==> config.mk <==
export PLATFORM = sky130hd
export DESIGN_NAME = dmem_pipe
export DESIGN_NICKNAME = d
export VERILOG_FILES = /design/src/rtl/dmem_pipe.sv
export SDC_FILE = /design/constraint.sdc
export NUM_CORES = 2
export LEC_CHECK = 0
export BUFFER_PORTS_ARGS = -buffer_cell sky130_fd_sc_hd__buf_2
export CAP_MARGIN = 10
export CORE_MARGIN = 4
export CORE_UTILIZATION = 30
export CTS_BUF_LIST = sky130_fd_sc_hd__clkbuf_8
export DETAILED_ROUTE_END_ITERATION = 16
export SLEW_MARGIN = 15
export SYNTH_ARGS = -nofsm -noshare
export SYNTH_HDL_FRONTEND = slang
export SYNTH_SLANG_ARGS = --single-unit
export TNS_END_PERCENT = 50
==> constraint.sdc <==
create_clock -name clk -period 2.45 [get_ports clk]
set_input_delay 0.1225 -clock clk [delete_from_list [all_inputs] [get_ports clk]]
set_output_delay 0.1225 -clock clk [all_outputs]
set_load 0.01 [all_outputs]
==> src/rtl/dmem_pipe.sv <==
// dmem_pipe: parametrised data memory with a request/response handshake and a
// configurable access latency. The array is written or snapshotted at the accept edge.
module dmem_pipe #(
  parameter int DATA_W  = 8,
  parameter int ADDR_W  = 8,
  parameter int DEPTH   = 256,
  parameter int LATENCY = 1
) (
  input  logic              clk,
  input  logic              reset,
  input  logic              req_valid,
  output logic              req_ready,
  input  logic              req_we,
  input  logic [ADDR_W-1:0] req_addr,
  input  logic [DATA_W-1:0] req_wdata,
  output logic              resp_valid,
  output logic              resp_we,
  output logic [DATA_W-1:0] resp_rdata,
  output logic              resp_err
);

  localparam int              IDX_W    = (DEPTH > 1) ? $clog2(DEPTH) : 1;
  localparam logic [2:0]      CNT_INIT = (LATENCY > 1) ? 3'(LATENCY - 2) : 3'd0;
  localparam logic [ADDR_W:0] DEPTH_L  = DEPTH[ADDR_W:0];

  typedef enum logic [1:0] {
    S_IDLE = 2'd0,
    S_WAIT = 2'd1,
    S_RESP = 2'd2
  } state_t;

  state_t            r_state;
  logic [2:0]        r_cnt;
  logic [DATA_W-1:0] r_mem [DEPTH];

  logic              r_pend_we;
  logic              r_pend_err;
  logic [DATA_W-1:0] r_pend_rdata;

  logic              r_resp_valid;
  logic              r_resp_we;
  logic              r_resp_err;
  logic [DATA_W-1:0] r_resp_rdata;

  logic              w_accept;
  logic              w_in_range;
  logic              w_wr_en;
  logic [IDX_W-1:0]  w_idx;
  logic [DATA_W-1:0] w_rdata;

  // Ready is a pure decode of the FSM state, so the CPU stall has no req_* path
  assign req_ready = (r_state != S_WAIT);

  assign resp_valid = r_resp_valid;
  assign resp_we    = r_resp_we;
  assign resp_err   = r_resp_err;
  assign resp_rdata = r_resp_rdata;

  // Request decode: accept, range check and the read snapshot value
  always_comb begin
    w_in_range = ({1'b0, req_addr} < DEPTH_L);
    w_accept   = req_valid && req_ready && reset;
    w_wr_en    = w_accept && req_we && w_in_range;
    w_idx      = req_addr[IDX_W-1:0];
    if (!req_we && w_in_range) begin
      w_rdata = r_mem[w_idx];
    end else begin
      w_rdata = {DATA_W{1'b0}};
    end
  end

  // Array write port; contents deliberately survive reset
  always_ff @(posedge clk) begin
    if (w_wr_en) begin
      r_mem[w_idx] <= req_wdata;
    end
  end

  // Handshake FSM with latency counter and registered response outputs
  always_ff @(posedge clk or negedge reset) begin
    if (!reset) begin
      r_state      <= S_IDLE;
      r_cnt        <= 3'd0;
      r_pend_we    <= 1'b0;
      r_pend_err   <= 1'b0;
      r_pend_rdata <= {DATA_W{1'b0}};
      r_resp_valid <= 1'b0;
      r_resp_we    <= 1'b0;
      r_resp_err   <= 1'b0;
      r_resp_rdata <= {DATA_W{1'b0}};
    end else begin
      r_resp_valid <= 1'b0;
      r_resp_we    <= 1'b0;
      r_resp_err   <= 1'b0;
      r_resp_rdata <= {DATA_W{1'b0}};
      case (r_state)
        S_IDLE, S_RESP: begin
          if (w_accept) begin
            if (LATENCY == 1) begin
              r_state      <= S_RESP;
              r_resp_valid <= 1'b1;
              r_resp_we    <= req_we;
              r_resp_err   <= !w_in_range;
              r_resp_rdata <= w_rdata;
            end else begin
              r_state      <= S_WAIT;
              r_cnt        <= CNT_INIT;
              r_pend_we    <= req_we;
              r_pend_err   <= !w_in_range;
              r_pend_rdata <= w_rdata;
            end
          end else begin
            r_state <= S_IDLE;
          end
        end
        S_WAIT: begin
          if (r_cnt == 3'd0) begin
            r_state      <= S_RESP;
            r_resp_valid <= 1'b1;
            r_resp_we    <= r_pend_we;
            r_resp_err   <= r_pend_err;
            r_resp_rdata <= r_pend_rdata;
          end else begin
            r_cnt <= r_cnt - 3'd1;
          end
        end
        default: begin
          r_state <= S_IDLE;
          r_cnt   <= 3'd0;
        end
      endcase
    end
  end

endmodule
==> qor.yml <==
floorplanning:
  ios: 32
  die_area_um2: 275000
  die_h_um: 525
  initial_utilization: 0.302
  die_w_um: 525
  core_area_um2: 266000
  core.rowCount: 189
synth:
  ys_types: 46
  yosys_warnings: 0
  synthAdderAreaFrac: 0
  synthTopCellsByArea: "edfxtp_1 (77%), mux4_2 (11%), mux2i_1 (3.6%)"
  synth.cell_area_um2: 80100
  yosys.area.top_type: "edfxtp_1"
  ys.flop_type: "edfxtp_1"
  netlist.area_leader.share: 0.768
  synth.area.mux_share: 0.150
  syn_avg_cell_area_um2: 20.4
  synth-seq-area-share: 0.771
  syn_nets: 3956
  synth-simple-area-share: 0.0272
  synth_top_family_by_area: "multiplexers"
  synth_edf_count: 2048
  synth_xor_area_frac: 0
  syn_inst: 3936
  ys_ff_latch: 2058
  synthArstFlopShare: 0.00486
  synth_compound_area_frac: 0.0365
placed_design:
  hpwl_mm: 133
  post-place-ws_ps: -1080
  io_buffers: 29
  gp_congestion: 0.836
  dpl-instance-area_um2: 89700
detailed_routing:
  post-route-drc-count: 0
  finalWirelength_mm: 209
  firstDrtPassIters: 6
  wl_per_cell_um: 24.4
  ant_nets: 0
  avgViaCountPerCell: 4.95
  vias: 42200
  drtIter0Drc: 4727
clock_network:
  htreeDepth: 5
  clk_latency_ps: 1050
  path_clk_slew_ps: 60
  tritoncts: "done"
  post-cts-setup-buffer-count: 0
  cts_buffers: 339
  clock-root-buffer: "clkbuf_8"
  clock-sinks: 2058
  cts_buffer_depth: 4
global_routing:
  busiest_layer: "met2"
  grt_use_met2: 0.236
  grt_start_max_net_pins: 93
  use_met3: 0.0286
  grtUsageMet1: 0.203
  track_usage: 0.148
  antenna_found_initial: 12
  grt_pass1_vias: 43100
  grt_pass1_wl_mm: 302
  grt_overflow_total: 0
finish:
  drive_gt1_frac: 0.307
  final_cell_mix: "edfxtp_1 (2048), buf_4 (574), mux4_2 (384), clkbuf_8 (344), mux2i_1 (289)"
  synthToLayoutAreaGrowth_pct: 19.6
  final_common_cell: "edfxtp_1"
  final_area_um2: 95900
  nFillCells: 24500
  final_nets: 4767
setup_path:
  crit_path_top_delay_cell: "mux4_2"
  crit_arrival_ps: 3290
  max_stage_delay_ps: 530
  crit_chain: "mux4_2 -> a21oi_2 -> o31ai_1 -> a221oi_1 -> o22ai_1 -> a2111oi_4 -> nor3_1"
  crit_path_start_kind: "flip-flop"
  crit_type: "reg -> reg"
  cp-end-kind: "flip-flop"
  timing.reg2reg.setup_slack_ps: 50
  worst-endpoint-required_ps: 3340
  crit_fanout: 1
timing:
  period_minus_slack_ps: 2400
  post-route-period-util: 0.980
  worstMarginPinSlew_ps: 994
  slew_headroom: 0.335
  final-max-slew-violation-count: 0
  fin_ws_ps: 49.5
  fmax_ghz: 0.417
  finalClockSkew_ps: 83.4
  rsz0062_at_grt: "yes"
  finalSetupViolCount: 0
  hold_viol_final: 0
run_status:
  outcome: "finished clean"
power:
  power.density_nw_per_um2: 725
  total_power_mw: 69.5
  leakagePower_nw: 31.6
  worst_ir_drop_vdd_v: 0.000418
flow_run:
  drv_cap: 0
worst_hold_path:
  hp-class: "in -> reg"
## layer usage
layer,vias up,part of all wire
met2,1682,0.48
met1,22200,0.43
met4,0,0.028
met3,349,0.071
li1,18000,-
met5,-,0
## timing repair
item / 4_1_cts / 5_1_grt
hold buffers: 17 / 0
hold endpoints to repair: 2084 / 0
gates resized for setup: 14 / 5
setup endpoints to repair: 7 / 5
pin swaps: 0 / 2
## cell families after synthesis
logic type,after synthesis
muxes,715
DFF,2058
buffers and inverters,244
other,2
and+or+nand+nor,505
AOI/OAI and AO/OA,412
## report_power, final
group,leakage (nW),internal [mW],switching (mW)
Clock,3.35,13.4,13.3
Combinational,9.75,1.61,2.43
Sequential,18.5,38.7,0.0160
Total,31.6,53.7,15.7
## worst max-delay path: cells and delay by family, from the launching register on
kind | cells | cell delay [ps]
simple gates | 1 | 80
mux | 1 | 530
flops | 1 | 370
compound gates | 5 | 1280
## synth_stat cells, types with 9 or more instances
cell      count
or3_1        15
edfxtp_1   2048
a21oi_1      71
nand2b_1     10
dfrtp_1      10
o221ai_1     15
a22o_1       21
a211oi_1     30
buf_2        88
buf_6         9
a22oi_1     101
nand2_1      85
mux4_2      384
nor2_1      276
nor2b_1      29
o22ai_1      11
mux2_2       42
a221o_1      15
o21ai_0      59
nand3_1      57
a221oi_1     31
buf_4        41
mux2i_1     289
clkbuf_1     99
## flip-flops by register name (all words and copies together), names as in the netlist
register,flops
resp_rdata,8
r_mem,2048
resp_valid,1
resp_we,1
## final cells by class
type	instances	area, um2	share of cell area
sequential	2058	61700	0.644
clock buffer	343	4720	0.0492
tap	3533	4420	0.0461
antenna	6	15.0	0.000157
inverter	2	7.51	0.0000783
clock inverter	244	1110	0.0116
timing repair buffer	712	6580	0.0686
multi-input combinational	1634	17300	0.180
## metrics by stage
stage                     utilization  hold WS (ps)  setup TNS, ps  cells
after global placement          0.338          83.6         -24300   7922
after CTS                       0.361          2.27          -29.3   8526
after global routing            0.361          80.9          -32.6   8531
after detailed placement        0.338          87.9         -24990   7922
final                           0.361          90.4              0   8532
after floorplan                     -          -173         -81120   3936
## final timing paths
kind                                         start                       to  cells after the start
max                         r_mem[74][6]$_DFFE_PP_  resp_rdata[6]$_DFF_PN0_                      7
min                                    req_addr[5]   r_mem[72][0]$_DFFE_PP_                      6
max reg2reg                 r_mem[74][6]$_DFFE_PP_  resp_rdata[6]$_DFF_PN0_                      7
min reg2reg                r_mem[232][7]$_DFFE_PP_  resp_rdata[7]$_DFF_PN0_                      5
max in group asynchronous                    reset  resp_rdata[5]$_DFF_PN0_                      4
min in group asynchronous                    reset  resp_rdata[6]$_DFF_PN0_                      4
Note: power is estimated with default switching activity, not from simulation.
